[src/rtl/zbb_bitcount_pkg.sv]
// Shared encodings, FSM states and result sizing for the Zbb bit-count unit.
package zbb_bitcount_pkg;

   localparam int RESULT_W = 6;

   localparam logic [1:0] OP_CLZ  = 2'b00;
   localparam logic [1:0] OP_CTZ  = 2'b01;
   localparam logic [1:0] OP_CPOP = 2'b10;
   localparam logic [1:0] OP_RSVD = 2'b11;

   typedef enum logic [1:0] {
      IDLE = 2'b00,
      ENC  = 2'b01,
      POP  = 2'b10,
      DONE = 2'b11
   } state_e;

   // CLZ is computed as CTZ of the mirrored operand.
   function automatic logic [31:0] bit_rev(input logic [31:0] v);
      logic [31:0] r;
      for (int i = 0; i < 32; i++) begin
         r[i] = v[31-i];
      end
      return r;
   endfunction

endpackage

[src/rtl/ctz_encoder.sv]
// Trailing-zero priority encoder: index of the lowest set bit.
// Latency: combinational.
// Backpressure: none; the caller decides when the output is used.
module ctz_encoder
   import zbb_bitcount_pkg::*;
#(
   parameter int DATA_WIDTH = 32
) (
   input  logic [DATA_WIDTH-1:0] data,
   output logic [RESULT_W-1:0]   count
);

   // Scanning downward lets the lowest set bit win. An all-zero input yields 0.
   always_comb begin
      count = '0;
      for (int i = DATA_WIDTH - 1; i >= 0; i--) begin
         if (data[i]) begin
            count = RESULT_W'(i);
         end
      end
   end

endmodule

[src/rtl/zbb_bitcount_unit.sv]
// Multi-cycle CLZ/CTZ/CPOP unit sharing one trailing-zero encoder.
// Latency: CLZ/CTZ 3 cycles, CPOP 6 cycles, reserved op 2 cycles, counted from request to result.
// Backpressure: the result is held in DONE until out_ready; no request is taken while busy.
module zbb_bitcount_unit
   import zbb_bitcount_pkg::*;
#(
   parameter int DATA_WIDTH = 32,
   parameter int TAG_W      = 5
) (
   input  logic                  clk,
   input  logic                  rst,
   input  logic                  in_valid,
   output logic                  in_ready,
   input  logic [1:0]            in_op,
   input  logic [DATA_WIDTH-1:0] in_operand,
   input  logic [TAG_W-1:0]      in_tag,
   input  logic                  flush,
   output logic                  out_valid,
   input  logic                  out_ready,
   output logic [DATA_WIDTH-1:0] out_result,
   output logic [TAG_W-1:0]      out_tag,
   output logic                  busy
);

   state_e                state_q, state_d;
   logic [DATA_WIDTH-1:0] operand_q;
   logic [DATA_WIDTH-1:0] result_q;
   logic [TAG_W-1:0]      tag_q;
   logic [RESULT_W-1:0]   acc_q;
   logic [RESULT_W-1:0]   acc_next;
   logic [RESULT_W-1:0]   enc_count;
   logic [1:0]            k_q;
   logic                  accept;

   function automatic logic [RESULT_W-1:0] pop8(input logic [7:0] b);
      logic [RESULT_W-1:0] n;
      n = '0;
      for (int i = 0; i < 8; i++) begin
         n = n + RESULT_W'(b[i]);
      end
      return n;
   endfunction

   assign in_ready   = (state_q == IDLE) & ~flush;
   assign accept     = in_valid & in_ready;
   assign acc_next   = acc_q + pop8(operand_q[{k_q, 3'b000} +: 8]);
   assign out_result = result_q;
   assign out_tag    = tag_q;

   ctz_encoder #(
      .DATA_WIDTH(DATA_WIDTH)
   ) u_ctz_encoder (
      .data (operand_q),
      .count(enc_count)
   );

   always_ff @(posedge clk or posedge rst) begin
      if (rst) begin
         state_q <= IDLE;
      end else begin
         state_q <= state_d;
      end
   end

   always_comb begin
      state_d   = state_q;
      out_valid = 1'b0;
      busy      = (state_q != IDLE);
      case (state_q)
         IDLE: begin
            if (accept) begin
               case (in_op)
                  OP_CLZ, OP_CTZ: state_d = ENC;
                  OP_CPOP:        state_d = POP;
                  default:        state_d = DONE;
               endcase
            end
         end
         ENC:  state_d = DONE;
         POP:  if (k_q == 2'd3) state_d = DONE;
         DONE: begin
            out_valid = 1'b1;
            if (out_ready) state_d = IDLE;
         end
         default: state_d = IDLE;
      endcase
      if (flush) state_d = IDLE;
   end

   // Datapath updates are suppressed under flush so a killed op never reaches result_q.
   always_ff @(posedge clk or posedge rst) begin
      if (rst) begin
         operand_q <= '0;
         result_q  <= '0;
         tag_q     <= '0;
         acc_q     <= '0;
         k_q       <= '0;
      end else if (accept) begin
         operand_q <= (in_op == OP_CLZ) ? bit_rev(in_operand) : in_operand;
         tag_q     <= in_tag;
         acc_q     <= '0;
         k_q       <= '0;
         if (in_op == OP_RSVD) result_q <= '0;
      end else if (!flush) begin
         if (state_q == ENC) begin
            result_q <= (operand_q == '0) ? DATA_WIDTH'(DATA_WIDTH) : DATA_WIDTH'(enc_count);
         end else if (state_q == POP) begin
            acc_q <= acc_next;
            k_q   <= k_q + 2'd1;
            if (k_q == 2'd3) result_q <= DATA_WIDTH'(acc_next);
         end
      end
   end

endmodule

[config.mk]
export PLATFORM = sky130hd
export DESIGN_NAME = zbb_bitcount_unit
export DESIGN_NICKNAME = d
export VERILOG_FILES = /design/src/rtl/zbb_bitcount_pkg.sv /design/src/rtl/ctz_encoder.sv /design/src/rtl/zbb_bitcount_unit.sv
export SDC_FILE = /design/constraint.sdc
export NUM_CORES = 1
export LEC_CHECK = 0
export BUFFER_PORTS_ARGS = -buffer_cell sky130_fd_sc_hd__buf_2
export CORE_AREA = 3 3 83 85
export CTS_CLUSTER_DIAMETER = 80
export CTS_CLUSTER_SIZE = 24
export DETAILED_ROUTE_END_ITERATION = 10
export DIE_AREA = 0 0 86 88
export GPL_TIMING_DRIVEN = 0
export HOLD_SLACK_MARGIN = 0.05
export PLACE_DENSITY = 0.85
export SLEW_MARGIN = 10
export SYNTH_ARGS = -nofsm -noshare
export SYNTH_HDL_FRONTEND = slang
export SYNTH_HIERARCHICAL = 1
export SYNTH_SLANG_ARGS = --single-unit
[constraint.sdc]
create_clock -name clk -period 8.8 [get_ports clk]
set_clock_uncertainty 0.1 [all_clocks]
set_input_delay 2.64 -clock clk [delete_from_list [all_inputs] [get_ports clk]]
set_output_delay 2.64 -clock clk [all_outputs]
set_load 0.005 [all_outputs]
==> results of run 1 <==
power groups by stage:
stage / Combinational, uW / Sequential [uW] / Clock [uW]
6_report: 956 / 547 / 170
5_1_grt: 1080 / 561 / 181
4_1_cts: 953 / 536 / 173
3_5_place_dp: 951 / 541 / 0
3_3_place_gp: 887 / 541 / 0
2_1_floorplan: 726 / 472 / 0
worst max-delay path by stage:
stage                     startpoint  endpoint  slack [ns]  depth (start not counted)
after floorplan                flush  in_ready        3.16                          2
after detailed placement       flush  in_ready        3.02                          3
after CTS                      flush  in_ready        3.02                          3
after global routing           flush  in_ready        2.98                          3
final                          flush  in_ready        3.01                          3
after global placement         flush  in_ready        3.06                          3
state kept, by name, summed over array words and instances (netlist names):
signal,flops
state_q,2
out_tag,5
out_result,6
operand_q,32
acc_q,6
k_q,2
metrics by stage:
step	cells	power (uW)	setup WS [ns]	utilization, %
6_report	563	1670	3.01	67.7
5_1_grt	563	1830	2.98	67.7
4_1_cts	563	1660	3.02	67.7
3_5_place_dp	555	1490	3.02	65.9
3_3_place_gp	554	1430	3.06	65.6
2_1_floorplan	421	1200	3.16	-
cells by family after synthesis:
family / after synthesis / synth area share (%)
and+or+nand+nor: 129 / 17.2
AOI/OAI and AO/OA: 85 / 14.8
buffers and inverters: 68 / 10.4
DFF: 53 / 36.4
muxes: 40 / 13.7
adders and majority gates: 17 / 6.86
other: 2 / 0.206
xor gates and xnor gates: 2 / 0.481
placed cells by master, fill, tap and decap left out, types with 2 or more instances in the layout:
master | synthesis | final
a221o_1 | 5 | 5
clkbuf_1 | 2 | 2
nor2b_1 | 3 | 3
or4_1 | 3 | 3
a2111oi_0 | 2 | 2
buf_4 | 27 | 27
nor2_1 | 53 | 53
a311oi_1 | 2 | 2
clkbuf_8 | 0 | 5
or4_4 | 2 | 2
nand2_1 | 30 | 30
o21a_1 | 2 | 2
dfrtp_1 | 53 | 53
nor4_1 | 17 | 17
and3_1 | 2 | 2
buf_2 | 6 | 62
nand2b_1 | 3 | 3
o31ai_1 | 8 | 8
conb_1 | 2 | 27
o2111ai_1 | 2 | 2
o21ai_0 | 9 | 9
buf_1 | 6 | 6
mux2i_1 | 32 | 32
nor3_1 | 6 | 6
a21oi_1 | 43 | 43
buf_6 | 2 | 2
mux4_2 | 8 | 8
nand4_1 | 2 | 2
fa_1 | 5 | 5
inv_1 | 25 | 24
and2_1 | 2 | 2
ha_1 | 12 | 12
worst max-delay path, delay by kind of cell:
kind / cells / cell delay (ns)
buffers and inverters: 2 / 0.26
AND/OR/NAND/NOR: 1 / 0.15
cell type report:
| type | instances | area (um^2) | area share (%) |
|---|---|---|---|
| Inverter | 25 | 93.8 | 2.21 |
| Buffer | 43 | 285 | 6.71 |
| Sequential cell | 53 | 1330 | 31.2 |
| Clock inverter | 3 | 46.3 | 1.09 |
| Multi-Input combinational cell | 300 | 2030 | 47.9 |
| Clock buffer | 5 | 68.8 | 1.62 |
| Tap cell | 77 | 96.3 | 2.27 |
| Timing Repair Buffer | 57 | 300 | 7.06 |
metal layers:
metal	vias up	global-route usage (%)	share of wire [%]
met5	-	0	0
met4	0	8.92	3.2
met3	38	5.93	9.3
met2	185	43.0	47
met1	1532	33.8	40
li1	1543	-	-
==> results_dict.tcl, run 1 <==
set metrics [dict create \
    status "complete, no violations" \
    grt_util_all_layers_pct 26.0 \
    setup-violations-final 0 \
    clkSlewWorstSetupHoldPaths_ns 0.10 \
    hold_slack_ns 0.381 \
    reg2reg_setup_slack_ns 4.06 \
    viasPerCell 5.86 \
    synth_area_leader_cell "dfrtp_1" \
    period_share_pct 65.7 \
    drive_gt1_share_pct 23.9 \
    combinationalPowerShare_pct 57.1 \
    cp_max_fo 10 \
    power.internal_uw 882 \
    start_util_pct 58.1 \
    core_area_um2 6280 \
    fillerInstances 550 \
    min_from "out_tag[2]$_DFFE_PP0P_" \
    portBuffers 56 \
    clk_path_buf_depth 2 \
    grt_pass1_vias 3163 \
    area_delta_synth_final_pct 16.6 \
    syn_inst 396 \
    synthDistinctLibCells 51 \
    leakage_uw 0.00199 \
    dpl-instance-area_um2 4140 \
    antenna_found_initial 0 \
    power_density_nw_per_um2 394 \
    rows 29 \
    ys_ff_latch 53 \
    syn_area_um2 3650 \
    postRouteAntennaNets 0 \
    netSwitchingFraction_pct 47.3 \
    grt_pass1_wl_mm 15.5 \
    fin_area_um2 4250 \
    reg2regPathDepth 15 \
    cp_slowest_cell "nor2_1" \
    yosys_warnings 6 \
    worst_slew_pin_slew_ns 0.645 \
    ir_drop_mv 0.211 \
    yosysTopAreaCellShare_pct 36.4 \
    hold_class "flop to flop" \
    p_clk_share_pct 10.2 \
    num_antenna_cells 0 \
    synth_edf_count 0 \
    relSlewSlack_pct 56.9 \
    route.detailed.drc 0 \
    yosys-top-cells-area "dfrtp_1 36%, mux2i_1 8.8%, a21oi_1 5.9%" \
    cp.arrival_ns 3.05 \
    cts_tree "done" \
    cts_resized 0 \
    cts_setup_buffers 0 \
    slew_viol_final 0 \
    cp-end-kind "output port" \
    yosys_most_used_dff "dfrtp_1" \
    setup_tns_ns 0 \
    required_ns 6.06 \
    wire_per_inst_um 17.0 \
    fmax_mhz 173 \
    hold_path_depth 2 \
    reg2reg_from "k_q[0]$_DFFE_PP0P_" \
    dieArea_um2 7570 \
    via_count 3298 \
    rsz0062_at_grt "false" \
    synth_common_cells "53 x dfrtp_1, 53 x nor2_1, 43 x a21oi_1" \
    die_w_um 86 \
    syn_area_per_cell_um2 9.21 \
    hold_viol_final 0 \
    root_buffer "clkbuf_8" \
    firstDrtPassIters 9 \
    seq_power_share_pct 32.7 \
    numCtsBuffers 5 \
    die_h_um 88 \
    drt_iter0_markers 386 \
    r2r-end "out_result[4]$_DFFE_PP0P_" \
    dp_hpwl_mm 7.41 \
    critical_path_class "primary input to output port" \
    clock_latency_ns 0.31 \
    holdPathEnd "out_tag[2]$_DFFE_PP0P_" \
    yosysSeqAreaShare_pct 36.4 \
    hold_buffers 0 \
    place_congestion 0.961 \
    synthArstFlopShare_pct 100 \
    cts_sinks 53 \
    cpPeakStageDelay_ns 0.15 \
    globalRouteOverflowTotal 0 \
    cp-start-kind "primary input" \
    wirelength_mm 9.56 \
    io_pins 84 \
    p_sw_uw 791 \
    cts_max_level 2 \
    grt_max_degree 33 \
    crit_chain "buf_6, nor2_1, buf_2" \
    layout_min_cycle_time_ns 5.79 \
    max-cap-violations 0 \
    layout.nets 546 \
]
Power figures use the tool's default switching activity.
==> inputs of run 2 (changes only) <==
Settings changed: ABC_AREA set to 1, CORE_AREA 3 3 83 85 to 3 3 88 90, DIE_AREA 0 0 86 88 to 0 0 91 93, PLACE_DENSITY 0.85 to 0.8.
Clock period 8.8 ns to 6 ns, I/O delays scaled along.
==> run 2 against run 1 <==
Net effect: final cell count rose by 34%; clock power grew 31%; utilization shrank 4.0 points; hold slack got worse by 0.0015 ns; die area grew 12%; sequential share of layout area is 2.0 points lower; worst setup slack worse by 1.4 ns; sequential cell count did not move; register-to-register slack got worse by 2.5 ns.
==> results_dict.tcl, run 2 <==
set metrics [dict create \
    status "complete, no violations" \
    antenna_found_initial 0 \
    numCtsBuffers 5 \
    grt_pass1_wl_mm 17.7 \
    layout_min_cycle_time_ns 4.40 \
    cp-start-kind "flop" \
    dieArea_um2 8460 \
    syn_area_per_cell_um2 6.98 \
    hold_viol_final 0 \
    cts_max_level 2 \
    yosys_most_used_dff "dfrtp_1" \
    critical_path_class "flop to flop" \
    root_buffer "clkbuf_8" \
    postRouteAntennaNets 0 \
    setup-violations-final 0 \
    required_ns 6.10 \
    setup_tns_ns 0 \
    fmax_mhz 227 \
    synthDistinctLibCells 40 \
    cp-end-kind "flop" \
    final_cells 752 \
    ys_ff_latch 53 \
    yosysSeqAreaShare_pct 33.8 \
    p_clk_share_pct 8.9 \
    synth_area_leader_cell "dfrtp_1" \
    cts_tree "done" \
    relSlewSlack_pct 53.6 \
    grt_pass1_vias 3721 \
    ir_drop_mv 0.295 \
    hold_class "flop to flop" \
    power_density_nw_per_um2 551 \
    place_congestion 1.02 \
    num_antenna_cells 0 \
    seq_power_share_pct 28.9 \
    route.detailed.drc 0 \
    syn_area_um2 3920 \
    die_w_um 91 \
    cts_resized 0 \
    via_count 3905 \
    yosysTopAreaCellShare_pct 33.8 \
    clk_path_buf_depth 2 \
    clock_latency_ns 0.31 \
    leakage_uw 0.00248 \
    viasPerCell 5.19 \
    core_area_um2 7140 \
    power.internal_uw 1260 \
    start_util_pct 55.0 \
    yosys-top-cells-area "dfrtp_1 34%, nand2_1 12%, inv_1 7.8%" \
    combinationalPowerShare_pct 62.2 \
    drt_iter0_markers 309 \
    cts_sinks 53 \
    synth_common_cells "125 x nand2_1, 82 x inv_1, 66 x nor2_1" \
    cp.arrival_ns 4.50 \
    io_pins 84 \
    synth_edf_count 0 \
    dp_hpwl_mm 8.54 \
    grt_max_degree 31 \
    yosys_warnings 6 \
    synthArstFlopShare_pct 100 \
    area_delta_synth_final_pct 15.9 \
    cts_setup_buffers 0 \
    yosys.cell_count.top_type "nand2_1" \
    worst_slew_pin_slew_ns 0.690 \
    fin_area_um2 4550 \
    syn_inst 562 \
    period_share_pct 73.3 \
    cp_max_fo 10 \
    placedCellCount 744 \
    portBuffers 57 \
    grt_util_all_layers_pct 26.2 \
    die_h_um 93 \
    rows 31 \
    dpl-instance-area_um2 4450 \
    clkSlewWorstSetupHoldPaths_ns 0.09 \
    max-cap-violations 0 \
    globalRouteOverflowTotal 0 \
    hold_buffers 0 \
    largest-register "operand_q" \
    wirelength_mm 10.7 \
    final_common_cell "nand2_1" \
    largest_reg_flops 32 \
    rsz0062_at_grt "false" \
    wire_per_inst_um 14.2 \
    netSwitchingFraction_pct 49.8 \
    slew_viol_final 0 \
    drive_gt1_share_pct 18.7 \
    p_sw_uw 1250 \
    firstDrtPassIters 6 \
    mostFrequentLayoutCells "125 x nand2_1, 81 x inv_1, 66 x nor2_1" \
    layout.nets 713 \
]
## run 2: final timing paths
path	from	to	slack [ns]	depth (start not counted)
worst max register to register	k_q[0]$_DFFE_PP0P_	out_result[4]$_DFFE_PP0P_	1.60	18
max in group asynchronous	rst	operand_q[30]$_DFFE_PP0P_	3.82	3
worst max-delay path	k_q[0]$_DFFE_PP0P_	out_result[4]$_DFFE_PP0P_	1.60	18
worst min-delay path	out_result[4]$_DFFE_PP0P_	out_result[4]$_DFFE_PP0P_	0.38	2
worst min register to register	out_result[4]$_DFFE_PP0P_	out_result[4]$_DFFE_PP0P_	0.38	2
min in group asynchronous	rst	out_tag[1]$_DFFE_PP0P_	1.43	2
## run 2: logic make-up (layout without fill, tap and decap cells)
logic type	after synthesis	count (layout)	share of synthesized area, %
xor+xnor	1	1	0.223
simple gates	228	228	24.2
fa+ha+maj	17	17	6.38
buf+inv	131	197	16.9
compound gates	130	130	18.2
flops	53	53	33.8
other cells	2	27	0.191
## run 2: cell type report
type                    count  area [um^2]
clock inverters             1         5.00
flip-flops and latches     53         1330
well taps                  99          124
clock buffers               7         96.3
repair buffers             58          305
multi-input cells         403         2030
plain buffers              44          327
inverters                  87          337
fillers                   710         2590
## run 2: through the flow
| step | worst slack, ns | hold slack [ns] | utilization (%) | power (uW) |
|---|---|---|---|---|
| after floorplan | 2.02 | 0.371 | - | 1800 |
| after global placement | 1.71 | 0.358 | 62.0 | 2190 |
| after detailed placement | 1.65 | 0.362 | 62.3 | 2270 |
| after CTS | 1.62 | 0.384 | 63.7 | 2500 |
| after global routing | 1.38 | 0.404 | 63.7 | 2790 |
| final | 1.60 | 0.380 | 63.7 | 2500 |
## run 2: layer usage
metal  part of all wire (%)  GRT usage [%]
met1                     42           34.5
met2                     47           44.1
met3                    8.5           4.02
met4                    2.7           9.42
met5                      0              0
## run 2: power groups by stage
stage,Sequential (uW),Clock (uW),Combinational [uW]
finish,723,222,1560
detailed placement,722,0,1550
floorplan,648,0,1150
global placement,719,0,1470
CTS,715,226,1560
global route,744,241,1810
## run 2: critical path: stages (launching register included)
cell	delay (ns)
dfrtp_1	0.41
buf_2	0.18
buf_2	0.19
a21oi_1	0.24
a21oi_1	0.09
fa_1	0.52
inv_1	0.05
fa_1	0.47
inv_1	0.05
fa_1	0.46
fa_1	0.44
fa_1	0.48
nand3b_1	0.19
nand3_1	0.11
nand3_1	0.10
nand2_1	0.07
inv_1	0.04
nand2_1	0.05
nand2_1	0.04
==> inputs of run 3 (changes only) <==
Settings changed: CORE_AREA 3 3 88 90 to 3 3 93 95, DIE_AREA 0 0 91 93 to 0 0 96 98, PLACE_DENSITY 0.8 to 0.76.
Clock period 6 ns to 3.7 ns, I/O delays scaled along.
==> run 3 against run 2 <==
Net effect: the flow now finishes with violations (setup timing); hold slack better by 0.0078 ns; worst setup slack lost 1.9 ns; global-route usage fell by 1.7 points; power rose by 79%; wire length rose by 3.5%; die area increased by 11%; non-clock buffer count is 6 higher; clock-buffer cell count is 2 lower; via count up 1.4%; final cell count increased by 1.2%; largest cell class unchanged.
==> results_dict.tcl, run 3 (synthesized netlist as in run 2, its figures left out) <==
set metrics [dict create \
    grt_pass1_vias 3800 \
    ir_drop_mv 0.664 \
    firstDrtPassIters 5 \
    wire_per_inst_um 14.6 \
    setup_tns_ns -0.917 \
    critical_path_class "flop to flop" \
    largest_reg_flops 32 \
    die_w_um 96 \
    area_delta_synth_final_pct 19.4 \
    final_util_pct 60.0 \
    final_cells 761 \
    layout.nets 719 \
    wirelength_mm 11.1 \
    max-cap-violations 0 \
    cp_max_fo 8 \
    power_density_nw_per_um2 955 \
    required_ns 3.81 \
    fmax_mhz 252 \
    cts_tree "done" \
    setup-violations-final 5 \
    die_h_um 98 \
    start_util_pct 50.2 \
    postRouteAntennaNets 0 \
    clkSlewWorstSetupHoldPaths_ns 0.10 \
    rows 32 \
    cts_sinks 53 \
    setup_ws_ns -0.268 \
    portBuffers 57 \
    clk_path_buf_depth 2 \
    slew_viol_final 0 \
    dpl-instance-area_um2 4470 \
    cp-start-kind "flop" \
    status "finished with violations" \
    layout_min_cycle_time_ns 3.97 \
    grt_pass1_wl_mm 18.1 \
    fin_area_um2 4680 \
    dp_hpwl_mm 8.71 \
    period_share_pct 107 \
    drive_gt1_share_pct 21.7 \
    place_congestion 0.984 \
    route.detailed.drc 0 \
    wl_met2_mm 5.16 \
    drt_iter0_markers 313 \
    final_common_cell "nand2_1" \
    largest-register "operand_q" \
    violations "setup timing" \
    via_count 3961 \
    grt_max_degree 32 \
    globalRouteOverflowTotal 0 \
    drt-met1-wl_mm 4.73 \
    viasPerCell 5.20 \
    hold_class "flop to flop" \
    cp.arrival_ns 4.08 \
    relSlewSlack_pct 61.0 \
    root_buffer "clkbuf_8" \
    placedCellCount 747 \
    top_layer "met4" \
    wl_met3_um 965 \
    grt_util_all_layers_pct 24.5 \
    mostFrequentLayoutCells "125 x nand2_1, 80 x inv_1, 66 x nor2_1" \
    num_antenna_cells 0 \
    numCtsBuffers 5 \
    cp-end-kind "flop" \
    dieArea_um2 9410 \
    clock_latency_ns 0.31 \
    cts_max_level 2 \
    worst_slew_pin_slew_ns 0.585 \
    leakage_uw 0.00252 \
    hold_viol_final 0 \
    core_area_um2 7810 \
    rsz0062_at_grt "true" \
    antenna_found_initial 0 \
    io_pins 84 \
]
run 3: cell types whose count changed in the layout (fill, tap and decap cells not counted), sizes merged:
cell,delta
buf,+6
clkbuf,-2
bufinv,+1
clkinvlp,+1
run 3: power by group:
part	switching [uW]	total, uW	leakage (uW)	internal (uW)
logic	1650	2890	0.00181	1240
clock network	208	411	0.0000543	203
registers	329	1170	0.000662	844
total	2190	4470	0.00252	2280
run 3: layer usage:
metal | GRT usage (%) | vias to the layer above
met5 | 0 | -
met4 | 5.36 | 0
met3 | 5.70 | 28
met2 | 40.1 | 185
met1 | 32.8 | 1804
li1 | - | 1944
run 3: critical path, stage by stage (launching register included):
cell and delay, ns:
dfrtp_1 0.40, buf_6 0.15, buf_8 0.13, a21oi_4 0.14, a21oi_2 0.05, fa_1 0.51
inv_1 0.05, fa_1 0.47, inv_1 0.05, fa_1 0.47, fa_2 0.40, fa_2 0.35
nand3b_1 0.19, nand3_1 0.12, nand3_1 0.11, nand2_1 0.07, inv_1 0.03, nand2_1 0.05
nand2_1 0.04
run 3: path summary, 6_finish.rpt:
path	from	depth (start not counted)	endpoint	slack (ns)
setup / recovery	k_q[0]$_DFFE_PP0P_	18	out_result[4]$_DFFE_PP0P_	-0.27
hold / removal	out_result[1]$_DFFE_PP0P_	2	out_result[1]$_DFFE_PP0P_	0.39
setup reg to reg	k_q[0]$_DFFE_PP0P_	18	out_result[4]$_DFFE_PP0P_	-0.27
hold reg to reg	out_result[1]$_DFFE_PP0P_	2	out_result[1]$_DFFE_PP0P_	0.39
max in group asynchronous	rst	3	operand_q[18]$_DFFE_PP0P_	2.19
min in group asynchronous	rst	2	operand_q[7]$_DFFE_PP0P_	0.74
run 3: metrics by stage:
| step | hold slack [ns] | worst slack [ns] | power, uW |
|---|---|---|---|
| 6_report | 0.388 | -0.268 | 4470 |
| 5_1_grt | 0.401 | -0.403 | 4900 |
| 4_1_cts | 0.390 | -0.310 | 4280 |
| 3_5_place_dp | 0.364 | -0.398 | 3720 |
| 3_3_place_gp | 0.361 | -0.349 | 3640 |
| 2_1_floorplan | 0.371 | -0.112 | 2990 |
run 3: timing repair:
item	in CTS	in global routing
hold buffers	0	0
pin swaps	5	3
endpoints found under the setup margin	6	10
setup buffers	6	0
gates resized for setup	12	10
run 3: final cells by class:
type	count	area, um^2
flip-flops and latches	53	1330
repair buffers	64	350
inverters	87	338
clock inverters	3	46.3
clock buffers	5	68.8
well taps	102	128
plain buffers	44	344
multi-input cells	403	2080
fillers	725	3120
